File: src/rtl/i2c_xact_sequencer.sv
// Two-requester I2C transaction sequencer driving a byte-level master core through
// START, address, data and STOP commands, with round-robin arbitration and a per-command timeout.
//   state | meaning
//   IDLE  | waiting for a request
//   START | START command outstanding
//   ADDR  | address byte WRITE outstanding
//   DATA  | data byte WRITE or READ outstanding
//   STOP  | STOP command outstanding
//   DONE  | one-cycle completion pulse to the owner
module i2c_xact_sequencer #(
   parameter int MAX_LEN        = 8,
   parameter int TIMEOUT_CYCLES = 1024
) (
   input  logic        clk_i,
   input  logic        rst_i,
   input  logic [1:0]  req_valid_i,
   input  logic [13:0] req_addr_i,
   input  logic [1:0]  req_rw_i,
   input  logic [7:0]  req_len_i,
   output logic [1:0]  req_ready_o,
   input  logic [15:0] wr_data_i,
   output logic [1:0]  wr_pop_o,
   output logic [7:0]  rd_data_o,
   output logic [1:0]  rd_valid_o,
   output logic [1:0]  done_o,
   output logic        err_o,
   output logic        cmd_valid_o,
   output logic [2:0]  cmd_o,
   output logic [7:0]  cmd_data_o,
   input  logic        cmd_done_i,
   input  logic        cmd_nak_i,
   input  logic [7:0]  cmd_rdata_i
);

   localparam int TW = $clog2(TIMEOUT_CYCLES + 1);

   localparam logic [2:0] S_IDLE  = 3'd0;
   localparam logic [2:0] S_START = 3'd1;
   localparam logic [2:0] S_ADDR  = 3'd2;
   localparam logic [2:0] S_DATA  = 3'd3;
   localparam logic [2:0] S_STOP  = 3'd4;
   localparam logic [2:0] S_DONE  = 3'd5;

   localparam logic [2:0] C_READ_ACK = 3'b000;
   localparam logic [2:0] C_READ_NAK = 3'b001;
   localparam logic [2:0] C_START    = 3'b010;
   localparam logic [2:0] C_STOP     = 3'b011;
   localparam logic [2:0] C_WRITE    = 3'b100;

   logic [2:0]    r_state, r_nxt;
   logic          r_gap, r_owner, r_ptr, r_rw, r_err;
   logic [6:0]    r_addr;
   logic [3:0]    r_len, r_cnt;
   logic [TW-1:0] r_tmo;
   logic [1:0]    r_ready, r_pop, r_rd_valid, r_done;
   logic [7:0]    r_rd_data, r_cmd_data;
   logic          r_err_o, r_cmd_valid;
   logic [2:0]    r_cmd;

   logic          w_win;
   logic [3:0]    w_len_sel, w_len;
   logic [7:0]    w_wdata;
   logic [1:0]    w_onehot;
   logic          w_last;

   always_comb begin
      w_win     = (req_valid_i == 2'b11) ? r_ptr : req_valid_i[1];
      w_len_sel = w_win ? req_len_i[7:4] : req_len_i[3:0];
      w_len     = (w_len_sel > 4'(MAX_LEN)) ? 4'(MAX_LEN) : w_len_sel;
      w_wdata   = r_owner ? wr_data_i[15:8] : wr_data_i[7:0];
      w_onehot  = r_owner ? 2'b10 : 2'b01;
      w_last    = (r_cnt + 4'd1 == r_len);
   end

   // r_gap marks the idle cycle between a completed command and the next one;
   // write pops land in this cycle so the byte is registered as the command issues.
   always_ff @(posedge clk_i) begin
      if (rst_i) begin
         r_state     <= S_IDLE;
         r_nxt       <= S_IDLE;
         r_gap       <= 1'b0;
         r_owner     <= 1'b0;
         r_ptr       <= 1'b0;
         r_rw        <= 1'b0;
         r_err       <= 1'b0;
         r_addr      <= '0;
         r_len       <= '0;
         r_cnt       <= '0;
         r_tmo       <= '0;
         r_ready     <= '0;
         r_pop       <= '0;
         r_rd_valid  <= '0;
         r_done      <= '0;
         r_rd_data   <= '0;
         r_cmd_data  <= '0;
         r_err_o     <= 1'b0;
         r_cmd_valid <= 1'b0;
         r_cmd       <= '0;
      end else begin
         r_ready    <= '0;
         r_pop      <= '0;
         r_rd_valid <= '0;
         r_done     <= '0;
         r_err_o    <= 1'b0;
         case (r_state)
            S_IDLE: begin
               if (|req_valid_i) begin
                  r_ready     <= w_win ? 2'b10 : 2'b01;
                  r_owner     <= w_win;
                  r_ptr       <= ~w_win;
                  r_addr      <= w_win ? req_addr_i[13:7] : req_addr_i[6:0];
                  r_rw        <= req_rw_i[w_win];
                  r_len       <= w_len;
                  r_cnt       <= '0;
                  r_err       <= 1'b0;
                  r_gap       <= 1'b0;
                  r_state     <= S_START;
                  r_cmd_valid <= 1'b1;
                  r_cmd       <= C_START;
                  r_cmd_data  <= '0;
                  r_tmo       <= TW'(TIMEOUT_CYCLES - 1);
               end
            end
            S_DONE: r_state <= S_IDLE;
            default: begin
               if (r_cmd_valid) begin
                  if (cmd_done_i) begin
                     r_cmd_valid <= 1'b0;
                     r_gap       <= 1'b1;
                     case (r_state)
                        S_START: r_nxt <= S_ADDR;
                        S_ADDR: begin
                           if (cmd_nak_i) begin
                              r_err <= 1'b1;
                              r_nxt <= S_STOP;
                           end else if (r_len == 4'd0) begin
                              r_nxt <= S_STOP;
                           end else begin
                              r_nxt <= S_DATA;
                              r_pop <= r_rw ? 2'b00 : w_onehot;
                           end
                        end
                        S_DATA: begin
                           r_cnt <= r_cnt + 4'd1;
                           if (r_rw) begin
                              r_rd_valid <= w_onehot;
                              r_rd_data  <= cmd_rdata_i;
                           end
                           if (!r_rw && cmd_nak_i) begin
                              r_err <= 1'b1;
                              r_nxt <= S_STOP;
                           end else if (w_last) begin
                              r_nxt <= S_STOP;
                           end else begin
                              r_nxt <= S_DATA;
                              r_pop <= r_rw ? 2'b00 : w_onehot;
                           end
                        end
                        default: r_nxt <= S_DONE;
                     endcase
                  end else if (r_tmo == '0) begin
                     r_cmd_valid <= 1'b0;
                     r_err       <= 1'b1;
                     r_state     <= S_DONE;
                     r_done      <= w_onehot;
                     r_err_o     <= 1'b1;
                  end else begin
                     r_tmo <= r_tmo - 1'b1;
                  end
               end else if (r_gap) begin
                  r_gap   <= 1'b0;
                  r_state <= r_nxt;
                  if (r_nxt == S_DONE) begin
                     r_done  <= w_onehot;
                     r_err_o <= r_err;
                  end else begin
                     r_cmd_valid <= 1'b1;
                     r_tmo       <= TW'(TIMEOUT_CYCLES - 1);
                     if (r_nxt == S_ADDR) begin
                        r_cmd      <= C_WRITE;
                        r_cmd_data <= {r_addr, r_rw};
                     end else if (r_nxt == S_STOP) begin
                        r_cmd      <= C_STOP;
                        r_cmd_data <= '0;
                     end else if (r_rw) begin
                        r_cmd      <= w_last ? C_READ_NAK : C_READ_ACK;
                        r_cmd_data <= '0;
                     end else begin
                        r_cmd      <= C_WRITE;
                        r_cmd_data <= w_wdata;
                     end
                  end
               end
            end
         endcase
      end
   end

   assign req_ready_o = r_ready;
   assign wr_pop_o    = r_pop;
   assign rd_data_o   = r_rd_data;
   assign rd_valid_o  = r_rd_valid;
   assign done_o      = r_done;
   assign err_o       = r_err_o;
   assign cmd_valid_o = r_cmd_valid;
   assign cmd_o       = r_cmd;
   assign cmd_data_o  = r_cmd_data;

endmodule

File: config.mk
export PLATFORM = sky130hd
export DESIGN_NAME = i2c_xact_sequencer
export DESIGN_NICKNAME = d
export VERILOG_FILES = /design/src/rtl/i2c_xact_sequencer.sv
export SDC_FILE = /design/constraint.sdc
export NUM_CORES = 1
export LEC_CHECK = 0
export CAP_MARGIN = 20
export CORE_ASPECT_RATIO = 1.2
export CORE_MARGIN = 8
export CORE_UTILIZATION = 53
export CTS_CLUSTER_DIAMETER = 150
export DETAILED_ROUTE_END_ITERATION = 16
export HOLD_SLACK_MARGIN = 0.06
export PLACE_DENSITY = 0.83
export SLEW_MARGIN = 5
export SYNTH_ARGS = -nofsm -noshare
export SYNTH_HDL_FRONTEND = slang
export SYNTH_SLANG_ARGS = --single-unit
File: constraint.sdc
create_clock -name clk_i -period 5.9 [get_ports clk_i]
set_input_delay 1.18 -clock clk_i [delete_from_list [all_inputs] [get_ports clk_i]]
set_output_delay 1.18 -clock clk_i [all_outputs]
set_load 0.005 [all_outputs]
# After elaboration in Yosys (flattened, before gate mapping)
# Cells that the tools add are included.
# Widths: inputs -> output; s select.
# totals
ff_bits,66
latchBits,0
mem_bits_rw,0
mem_bits_ro,0
inputBits,54
output_inout_bits,29
n_memories,0
# op_classes
addsub,2
multipliers,0
div_mod_pow,0
order_cmp,2
n_eq_ne,21
n_shift,0
n_mux,83
bitwise,9
reduce_logical,28
# ops
op,count
$mux 11,6
$mux 8,8
$mux 3,16
$mux 2,12
$mux 4,6
$mux 1,23
$pmux 11 s2,1
$pmux 8 s2,1
$reduce_and 5->1,3
$ne 3x2->1 const B,4
$pmux 3 s2,2
$logic_not 11->1,1
$sub 11x1->11 const B,1
$eq 3x2->1 const B,3
$eq 3x3->1 const B,3
$not 1->1,9
$pmux 3 s3,1
$ne 4x1->1 const B,2
$ne 4x4->1 const B,2
$pmux 1 s2,4
$pmux 4 s2,1
$reduce_bool 2->1,4
$mux 7,1
$reduce_and 7->1,1
24 further kinds,30

# Logic depth before layout (Yosys ltp)
# Gate-level depths: netlist of run 1.
# depth
depth_word,10
depth_mapped,8
mapped_depth_nobuf,7

# Least setup slack after synthesis of run 1
# OpenSTA, ideal clock, no wires.
# synth_path
path_type,input to register
from,input req_valid_i[1]
to,register r_tmo[10]
setup_ns,0.123
arrival_time_ns,2.582
required_time_ns,5.777
setup_slack_ns,3.195
cell_stages,7
path_buffers,2
cell_sequence,buf_2 -> or4_4 -> a21o_1 -> buf_6 -> o211ai_4 -> nor4b_1 -> mux2_1
# synth_via
elab_chain_len,3
# synth_lines
element,line_no,source
"start, declared",16,"input logic [1:0] req_valid_i,"
$reduce_or 2->1,107,if (|req_valid_i) begin
$ne 2x2->1 (no line),-,
$reduce_and 6->1 (no line),-,
"end signal, assigned",121,r_tmo <= TW'(TIMEOUT_CYCLES - 1);
"end signal, assigned",168,r_tmo <= r_tmo - 1'b1;
"end signal, assigned",178,r_tmo <= TW'(TIMEOUT_CYCLES - 1);
"end, declared",54,logic [TW-1:0] r_tmo;
# Every way passes these cells.
# A chain may end at the register's enable or synchronous reset.

# Worst setup path after layout of run 1
# layout_path
from,input cmd_done_i
to,register r_rd_data[0] (netlist: rd_data_o[0])
# layout_via
elab_chain_len,1
# layout_lines
element,line_no,source
"start, declared",30,"input logic cmd_done_i,"
$reduce_and 5->1 (no line),-,
"end signal, assigned",147,r_rd_data <= cmd_rdata_i;
"end, declared",56,"logic [7:0] r_rd_data, r_cmd_data;"
# Every way passes these cells.

==> results of run 1 <==
==> metal layers <==
layer	up-vias	part of all wire, %	track usage (%)
met3	22	6.6	6.899
met4	0	2.7	8.753
met2	103	52	38.96
met1	1484	38	23.43
met5	-	0	0
li1	1521	-	-
==> synthesized netlist by cell type (4+ instances only) <==
cell / count / area share (%)
nor3b_1: 7 / 1.6
nor2_1: 44 / 5.1
nor4_1: 5 / 0.97
o211ai_1: 4 / 0.93
o21ai_0: 18 / 2.8
a21oi_1: 28 / 4.3
xnor2_1: 4 / 1.1
clkbuf_1: 13 / 1.5
dfxtp_1: 66 / 41
a211oi_1: 7 / 1.6
a21o_1: 7 / 1.6
nand2_1: 27 / 3.1
or4_1: 4 / 0.93
nor3_1: 15 / 2.3
o21ai_1: 4 / 0.62
or3_1: 5 / 0.97
xor2_1: 5 / 1.4
a22oi_1: 10 / 2.3
mux2i_1: 18 / 5.6
inv_1: 13 / 1.5
a311oi_1: 4 / 1.1
==> sequential cells by signal, indices dropped and copies added, names as in the netlist, 3 cells and up <==
signal      cells
cmd_data_o      8
cmd_o           3
r_addr          7
r_cnt           4
r_len           4
r_nxt           3
r_state         3
r_tmo          11
rd_data_o       8
==> area by class of cell <==
cell class / count / area (µm²)
inverters: 13 / 48.80
well taps: 82 / 102.6
multi-input cells: 276 / 1772
repair buffers: 84 / 843.3
fillers: 500 / 1634
clock buffers: 10 / 137.6
clock inverters: 6 / 113.9
flip-flops and latches: 66 / 1321
==> kinds of logic after synthesis <==
kind of cell | Yosys count
flops | 66
compound gates | 105
fa+ha+maj | 3
buf+inv | 32
xor+xnor | 10
simple gates | 139
mux | 19
==> where the power goes <==
group | total [mW] | internal (mW) | switching [mW]
Clock | 0.469 | 0.293 | 0.176
Combinational | 0.639 | 0.272 | 0.367
Sequential | 0.649 | 0.530 | 0.119
==> critical path, delay by kind of cell <==
family                 cells  cell delay (ns)
buffers and inverters      1             0.58
AND/OR/NAND/NOR            4             1.19
multiplexers               1             0.30
==> placed cells by master (no fill, tap or decap), types with 3 or more instances in the layout <==
cell type / n
nor3b_1: 7
a21o_1: 7
ha_1: 3
a222oi_1: 3
or4_1: 4
o211ai_1: 4
or3_1: 5
a21oi_1: 28
inv_1: 13
nor3_1: 15
o21ai_1: 4
clkdlybuf4s50_1: 81
nand2_1: 27
nand3b_1: 3
a31oi_1: 3
a22o_1: 3
nand2b_1: 3
bufinv_16: 3
a211oi_1: 7
nor2b_1: 3
nand3_1: 3
o21ai_0: 18
nor4_1: 5
xnor2_1: 4
dfxtp_1: 66
mux2i_1: 18
nor2_1: 44
a22oi_1: 10
and3_1: 3
xor2_1: 5
a311oi_1: 4
clkbuf_8: 10
==> path summary, 6_finish.rpt <==
kind                from           end  slack (ns)  cells past startpoint
min reg2reg        r_err         err_o        0.46                      2
max           cmd_done_i  rd_data_o[0]        2.88                      6
max reg2reg  cmd_valid_o  rd_data_o[0]        3.61                      5
min                r_err         err_o        0.46                      2
==> stage by stage <==
step	util, %	hold WS [ns]	instance area, µm²	worst slack, ns	total power, mW
2_1_floorplan	-	0.4238	3228	3.195	1.084
3_3_place_gp	68.10	0.4346	4068	2.622	1.270
3_5_place_dp	68.10	0.4479	4068	2.575	1.286
4_1_cts	72.31	0.4579	4319	2.885	1.759
5_1_grt	72.64	0.4690	4339	2.837	1.866
6_report	72.64	0.4550	4339	2.877	1.756
==> impl_metrics.csv, run 1 <==
group,metric,value,unit
status,outcome,"complete, no violations",
final_layout,antenna_cells,0,
floorplan,rows,31,
placed_design,place_congestion,0.9050,
final_layout,fin_nets,507,
clock_tree,postCtsResizedCells,0,
clock_tree,cts-root-buf,"clkbuf_8",
route,drt-pass1-iter-count,4,
floorplan,core,0.005973,mm²
placed_design,numPortBuffers,82,
grt,grt_pass1_wl,15.34,mm
route,via_per_inst,5.829,
setup_path,worstSetupStartpointType,"input port",
pwr,power_density,404.8,mW/mm²
setup_path,worst_ep_arrival_time,3.26,ns
logic_synthesis,synthArstFlopShare,0,%
timing,period_minus_slack,3.023,ns
route,drc_errors,0,
grt,antenna_found_initial,0,
grt,grt_pass1_vias,3136,
grt,grt_use_total,21.96,%
route,wl,9.459,mm
logic_synthesis,synth-xor-area-share,3.178,%
timing,fmax,0.3308,GHz
timing,slew_headroom,54.69,%
logic_synthesis,synth-simple-area-share,22.71,%
pwr,ir_drop,0.2126,mV
logic_synthesis,netlist_area,0.003228,mm²
placed_design,dp_hpwl,6.827,mm
floorplan,die_h,101.5,µm
grt,overflow,0,
logic_synthesis,synthCells,374,
final_layout,fin_cells,537,
logic_synthesis,yosys_warnings,0,
timing,tightest_slew,0.6751,ns
clock_tree,cts_made_buffers,9,
logic_synthesis,synth_compound_area_share,21.90,%
route,drtIter0Drc,230,
clock_tree,clock_latency,0.34,ns
setup_path,max_stage_delay,0.58,ns
floorplan,start_util,54.04,%
route,vias,3130,
logic_synthesis,ys_types,63,
route,ant_nets,0,
clock_tree,tritoncts,"yes",
clock_tree,cts_sinks,66,
logic_synthesis,syn_area_per_cell,8.631,µm²
timing,fin_skew,0.009046,ns
timing,finalHoldViolCount,0,
setup_path,critical_path.cell_chain,"clkdlybuf4s50_1 -> nand2_1 -> nor3_1 -> nand2_1 -> mux2i_1 -> nor2_1",
timing,setup_viol,0,
setup_path,path_class,"input port to flop",
floorplan,die-area,0.008855,mm²
logic_synthesis,ys.flop_type,"dfxtp_1",
logic_synthesis,ys_seq_elements,66,
clock_tree,htreeDepth,3,
setup_path,cp.required,6.13,ns
floorplan,ios,83,
timing,tns,0,ns
final_layout,layout-drive-gt1-share,6.813,%
clock_tree,cts-hold-fix-buffers,0,
setup_path,cp_max_fo,10,
clock_tree,clockBufferDepth,2,
setup_path,path_common_cell,"nand2_1",
job,drv_cap,0,
grt,grt_max_degree,62,
timing,rsz0062_at_grt,"no",
setup_path,slowest_stage,"clkdlybuf4s50_1",
setup_path,endpoint_kind,"flop",
floorplan,die_x,87.25,µm
clock_tree,cts.clk_slew.worst_paths,0.08,ns
logic_synthesis,synth_top_family_by_area,"simple AND/OR/NAND/NOR gates",
logic_synthesis,seq_area_frac_synth,40.93,%
logic_synthesis,synth_edf_count,0,
route,routedWlPerCell,17.61,µm
min_path,hold_class,"flop to flop",
timing,period_share,51.24,%
placed_design,dp.cells,520,
clock_tree,cts_setup_buffers,0,
timing,finalMaxSlewViolations,0,
pwr,p_leak,1.639,nW
logic_synthesis,post_synth_fa_ha_maj_area_fraction,1.163,%
final_layout,syn_to_final_growth,34.42,%
logic_synthesis,synth_nets,431,
logic_synthesis,synth_mux_area_share,5.930,%
Note: power is estimated with default switching activity, not from simulation.
==> run 2, diff against run 1 <==
--- a/config.mk
+++ b/config.mk
@@ -8,11 +8,11 @@
 export CAP_MARGIN = 20
 export CORE_ASPECT_RATIO = 1.2
 export CORE_MARGIN = 8
-export CORE_UTILIZATION = 53
+export CORE_UTILIZATION = 49
 export CTS_CLUSTER_DIAMETER = 150
 export DETAILED_ROUTE_END_ITERATION = 16
 export HOLD_SLACK_MARGIN = 0.06
-export PLACE_DENSITY = 0.83
+export PLACE_DENSITY = 0.77
 export SLEW_MARGIN = 5
 export SYNTH_ARGS = -nofsm -noshare
 export SYNTH_HDL_FRONTEND = slang
==> constraint.sdc (replaced) <==
create_clock -name clk_i -period 3.1 [get_ports clk_i]
set_input_delay 0.62 -clock clk_i [delete_from_list [all_inputs] [get_ports clk_i]]
set_output_delay 0.62 -clock clk_i [all_outputs]
set_load 0.005 [all_outputs]
==> run 2 against run 1 <==
Net effect: utilization down 5.2 points; first-iteration DRC count up 6.1%; clock skew up 0.0038 ns; global-route usage down 3.0 points; worst setup slack worse by 2.2 ns; highest routed layer unchanged; critical path depth unchanged; sequential cell count unchanged.
==> impl_metrics.csv, run 2 (synthesis results as in run 1) <==
group,metric,value,unit
clock_tree,cts-hold-fix-buffers,0,
timing,period_share,77.78,%
grt,grt_max_degree,43,
pwr,p_leak,1.635,nW
clock_tree,cts.clk_slew.worst_paths,0.07,ns
route,via_per_inst,5.738,
setup_path,max_stage_delay,0.58,ns
clock_tree,tritoncts,"yes",
setup_path,worstSetupStartpointType,"input port",
floorplan,start_util,50.39,%
final_layout,antenna_cells,0,
setup_path,worst_ep_arrival_time,2.68,ns
clock_tree,postCtsResizedCells,0,
setup_path,slowest_stage,"clkdlybuf4s50_1",
route,vias,3116,
floorplan,rows,32,
final_layout,fin_nets,510,
route,drt-pass1-iter-count,4,
timing,period_minus_slack,2.411,ns
floorplan,die-area,0.009452,mm²
timing,finalHoldViolCount,0,
clock_tree,cts_setup_buffers,0,
timing,rsz0062_at_grt,"no",
pwr,power_density,745.1,mW/mm²
clock_tree,htreeDepth,3,
route,ant_nets,0,
setup_path,endpoint_kind,"flop",
clock_tree,cts-root-buf,"clkbuf_8",
placed_design,numPortBuffers,82,
setup_path,cp.required,3.37,ns
clock_tree,clockBufferDepth,2,
timing,fin_skew,0.01285,ns
final_layout,nFillCells,558,
placed_design,dp_hpwl,6.674,mm
floorplan,core,0.006406,mm²
timing,fmax,0.4147,GHz
grt,grt_pass1_vias,3046,
timing,tightest_slew,0.7605,ns
grt,grt_use_total,18.91,%
route,drtIter0Drc,244,
clock_tree,cts_sinks,66,
timing,setup_viol,0,
route,wl,8.955,mm
final_layout,mostFrequentLayoutCell,"clkdlybuf4s50_1",
min_path,hold_class,"flop to flop",
floorplan,ios,83,
route,drc_errors,0,
timing,layout_setup_ws,0.6889,ns
placed_design,pre_cts_slack,0.3410,ns
clock_tree,cts_made_buffers,9,
grt,grt_pass1_wl,14.79,mm
pwr,ir_drop,0.4361,mV
grt,overflow,0,
setup_path,critical_path.cell_chain,"clkdlybuf4s50_1 -> or4_4 -> a21o_1 -> nand2_4 -> or4b_1 -> a21oi_1",
timing,finalMaxSlewViolations,0,
timing,tns,0,ns
route,routedWlPerCell,16.49,µm
setup_path,path_class,"input port to flop",
setup_path,cp_max_fo,19,
grt,antenna_found_initial,0,
status,outcome,"complete, no violations",
placed_design,place_congestion,0.8535,
final_layout,layout-drive-gt1-share,7.424,%
final_layout,regMostFlops,"r_tmo",
final_layout,syn_to_final_growth,33.80,%
setup_path,regToRegSetupSlack,0.89,ns
final_layout,largest_register_ffs,11,
final_layout,layout_common_cells,"81 x clkdlybuf4s50_1, 66 x dfxtp_1, 44 x nor2_1, 28 x a21oi_1, 27 x nand2_1",
job,drv_cap,0,
floorplan,die_h,104.9,µm
timing,slew_headroom,49.30,%
floorplan,die_x,90.10,µm
clock_tree,clock_latency,0.35,ns
final_layout,post-route-util,67.42,%
## run 2: worst max-delay path, delay by kind of cell
family                 cells  cell delay (ns)
AO/OA/AOI/OAI              2             0.53
buffers and inverters      1             0.58
AND/OR/NAND/NOR            3             0.95
## run 2: cell type report
cell class | instances | area (µm²) | share of cell area (%)
repair buffers | 87 | 853.3 | 19.76
multi-input cells | 276 | 1772 | 41.02
clock inverters | 7 | 93.84 | 2.173
inverters | 13 | 48.80 | 1.130
flip-flops and latches | 66 | 1321 | 30.59
clock buffers | 9 | 123.9 | 2.868
well taps | 85 | 106.4 | 2.462
## run 2: stage by stage
stage | hold slack, ns | cell area (µm²) | power, mW | instances
final | 0.4565 | 4319 | 3.218 | 543
after CTS | 0.4572 | 4319 | 3.226 | 543
after global routing | 0.4821 | 4319 | 3.427 | 543
after detailed placement | 0.4473 | 4101 | 2.433 | 527
after global placement | 0.4453 | 4101 | 2.413 | 527
after floorplan | 0.4238 | 3228 | 2.062 | 374
## run 2: routing by layer
layer,global-route usage [%],up-vias,part of all wire [%]
met5,0,-,0
met4,10.61,0,3.2
met3,4.939,29,6.0
met2,31.61,112,50
met1,21.49,1446,41
li1,-,1529,-
## run 2: worst paths after layout
kind                                     start        end  cells after the start
worst min register to register           r_err      err_o                      2
worst max-delay path            req_valid_i[1]   cmd_o[0]                      6
worst max register to register        r_tmo[0]  r_tmo[10]                      7
worst min-delay path                     r_err      err_o                      2
## run 2: report_power, final
part / switching, mW / leakage (nW) / internal, mW
Sequential: 0.226 / 0.540 / 1.01
Combinational: 0.681 / 0.990 / 0.519
Clock: 0.333 / 0.105 / 0.450
==> edit (settings of run 1) <==
`TIMEOUT_CYCLES`: 1024 -> 2048.
--- a/src/rtl/i2c_xact_sequencer.sv
+++ b/src/rtl/i2c_xact_sequencer.sv
@@ -9,7 +9,7 @@
 //   DONE  | one-cycle completion pulse to the owner
 module i2c_xact_sequencer #(
    parameter int MAX_LEN        = 8,
-   parameter int TIMEOUT_CYCLES = 1024
+   parameter int TIMEOUT_CYCLES = 2048
 ) (
    input  logic        clk_i,
    input  logic        rst_i,
Function: same outputs for any inputs over 4 cycles, from zero or initial values and one cycle with rst_i high; that may be too few to reach the edited logic, so the function may still have changed.
==> edit against run 1 <==
Worst setup slack worse by 0.085 ns; final area up 0.66%; area after synthesis increased by 1.7%; first-iteration DRC count decreased by 17%; total power down 0.70%; sequential power increased by 0.6%; sequential cell count is 1 higher; combinational power decreased by 0.8%; routed wire length decreased by 6.9%; largest power group unchanged.
==> edit: results (changes against run 1) <==
Top cells by count, synth: 67 x dfxtp_1, 44 x nor2_1, 29 x nand2_1, 24 x o21ai_0, 18 x mux2i_1
Reg-to-reg slack, setup: 3.52 ns (-0.09 ns)
First-pass GRT wire length: 14410 microns (-6.0%)
Via count: 3131 (+0.032%)
CP max FO: 19 (+9)
Share of cells above drive strength 1: 6.579% (-0.23 points)
Placer Congestion: 0.8838 (-2.3%)
Synth unique cells: 60 (-4.8%)
Starting DRT DRC Count: 190 (-17%)
Final Skew: 0.009396 ns (+0.0003495 ns)
Filler cells: 470 (-6.0%)
Syn Nets: 434 (+0.70%)
Largest cells by area after synthesis: dfxtp_1 41%, mux2i_1 5.5%, nor2_1 5.0%
Peak supply drop: 0.0002415 V (+14%)
Slew HR: 31.58% (-23 points)
Largest register FFs: 12 (+1)
Final nets: 508 (+0.20%)
GRT Resource Usage Total: 20.41% (-1.6 points)
Sequential share of the synthesized area: 40.87% (-0.061 points)
Detailed placement HPWL: 6646 microns (-2.7%)
Largest net degree at the start of global routing: 57 (-8.1%)
Dpl cell area: 4126 sq um (+1.4%)
P_leak: 1.560 nW (-4.8%)
Vias in the first global route: 3123 (-0.41%)
Status: finished, final reports clean
[edit: cell count changes after synthesis, sizes merged, moves of 4 or more]
cell,before,now
a21oi,28,19
nand3b,3,8
a21o,7,3
a22oi,11,15
a311oi,4,8
nor3b,8,4
[edit: worst max-delay path, cell delays in order]
cell and delay [ns]:
clkdlybuf4s50_1 0.49, or4_1 0.56, a21o_1 0.22, nand2_1 0.49, and4_1 0.30, nor3_1 0.04
[edit: where the power goes]
part / internal, W / switching, W
sequential: 0.000539 / 0.000114
clock: 0.000281 / 0.000175
combinational: 0.000271 / 0.000363
[edit: final cells by class]
cell class / instances / area (sq um) / area share [%]
flip-flops and latches: 67 / 1341 / 30.71
multi-input cells: 279 / 1818 / 41.62
inverters: 11 / 41.29 / 0.9453
well taps: 82 / 102.6 / 2.349
clock inverters: 6 / 113.9 / 2.607
repair buffers: 83 / 823.3 / 18.85
clock buffers: 10 / 127.6 / 2.922
[edit: path summary, 6_finish.rpt]
kind,startpoint,to,depth (start not counted)
setup reg to reg,r_state[1]$_SDFFE_PP0P_,r_tmo[8]$_SDFFE_PP0P_,5
hold reg to reg,r_addr[6]$_SDFFE_PP0P_,r_addr[6]$_SDFFE_PP0P_,2
hold / removal,r_addr[6]$_SDFFE_PP0P_,r_addr[6]$_SDFFE_PP0P_,2
setup / recovery,req_valid_i[1],r_tmo[7]$_SDFFE_PP0P_,6
[edit: layer usage]
layer / track usage (%) / share of wire, % / vias to the layer above
met5: 0 / 0 / -
met3: 5.953 / 6.1 / 19
met4: 8.753 / 2.1 / 0
met1: 21.90 / 39 / 1470
li1: - / - / 1540
met2: 36.08 / 53 / 102
[edit: cells by family after synthesis]
group                      share of synthesized area (%)
AOI/OAI and AO/OA                                  23.64
xor gates and xnor gates                           2.325
adders and majority gates                          1.144
buffers and inverters                              3.927
DFF                                                40.87
muxes                                              5.490
and+or+nand+nor                                    22.61
[edit: stage by stage]
stage	hold slack, ns	cells	setup WS, ns	utilization [%]
after floorplan	0.4154	377	3.363	-
after global placement	0.4260	522	2.502	68.64
after detailed placement	0.4367	522	2.468	68.64
after CTS	0.4478	538	2.835	72.65
after global routing	0.4741	538	2.675	72.65
final	0.4515	538	2.792	72.65
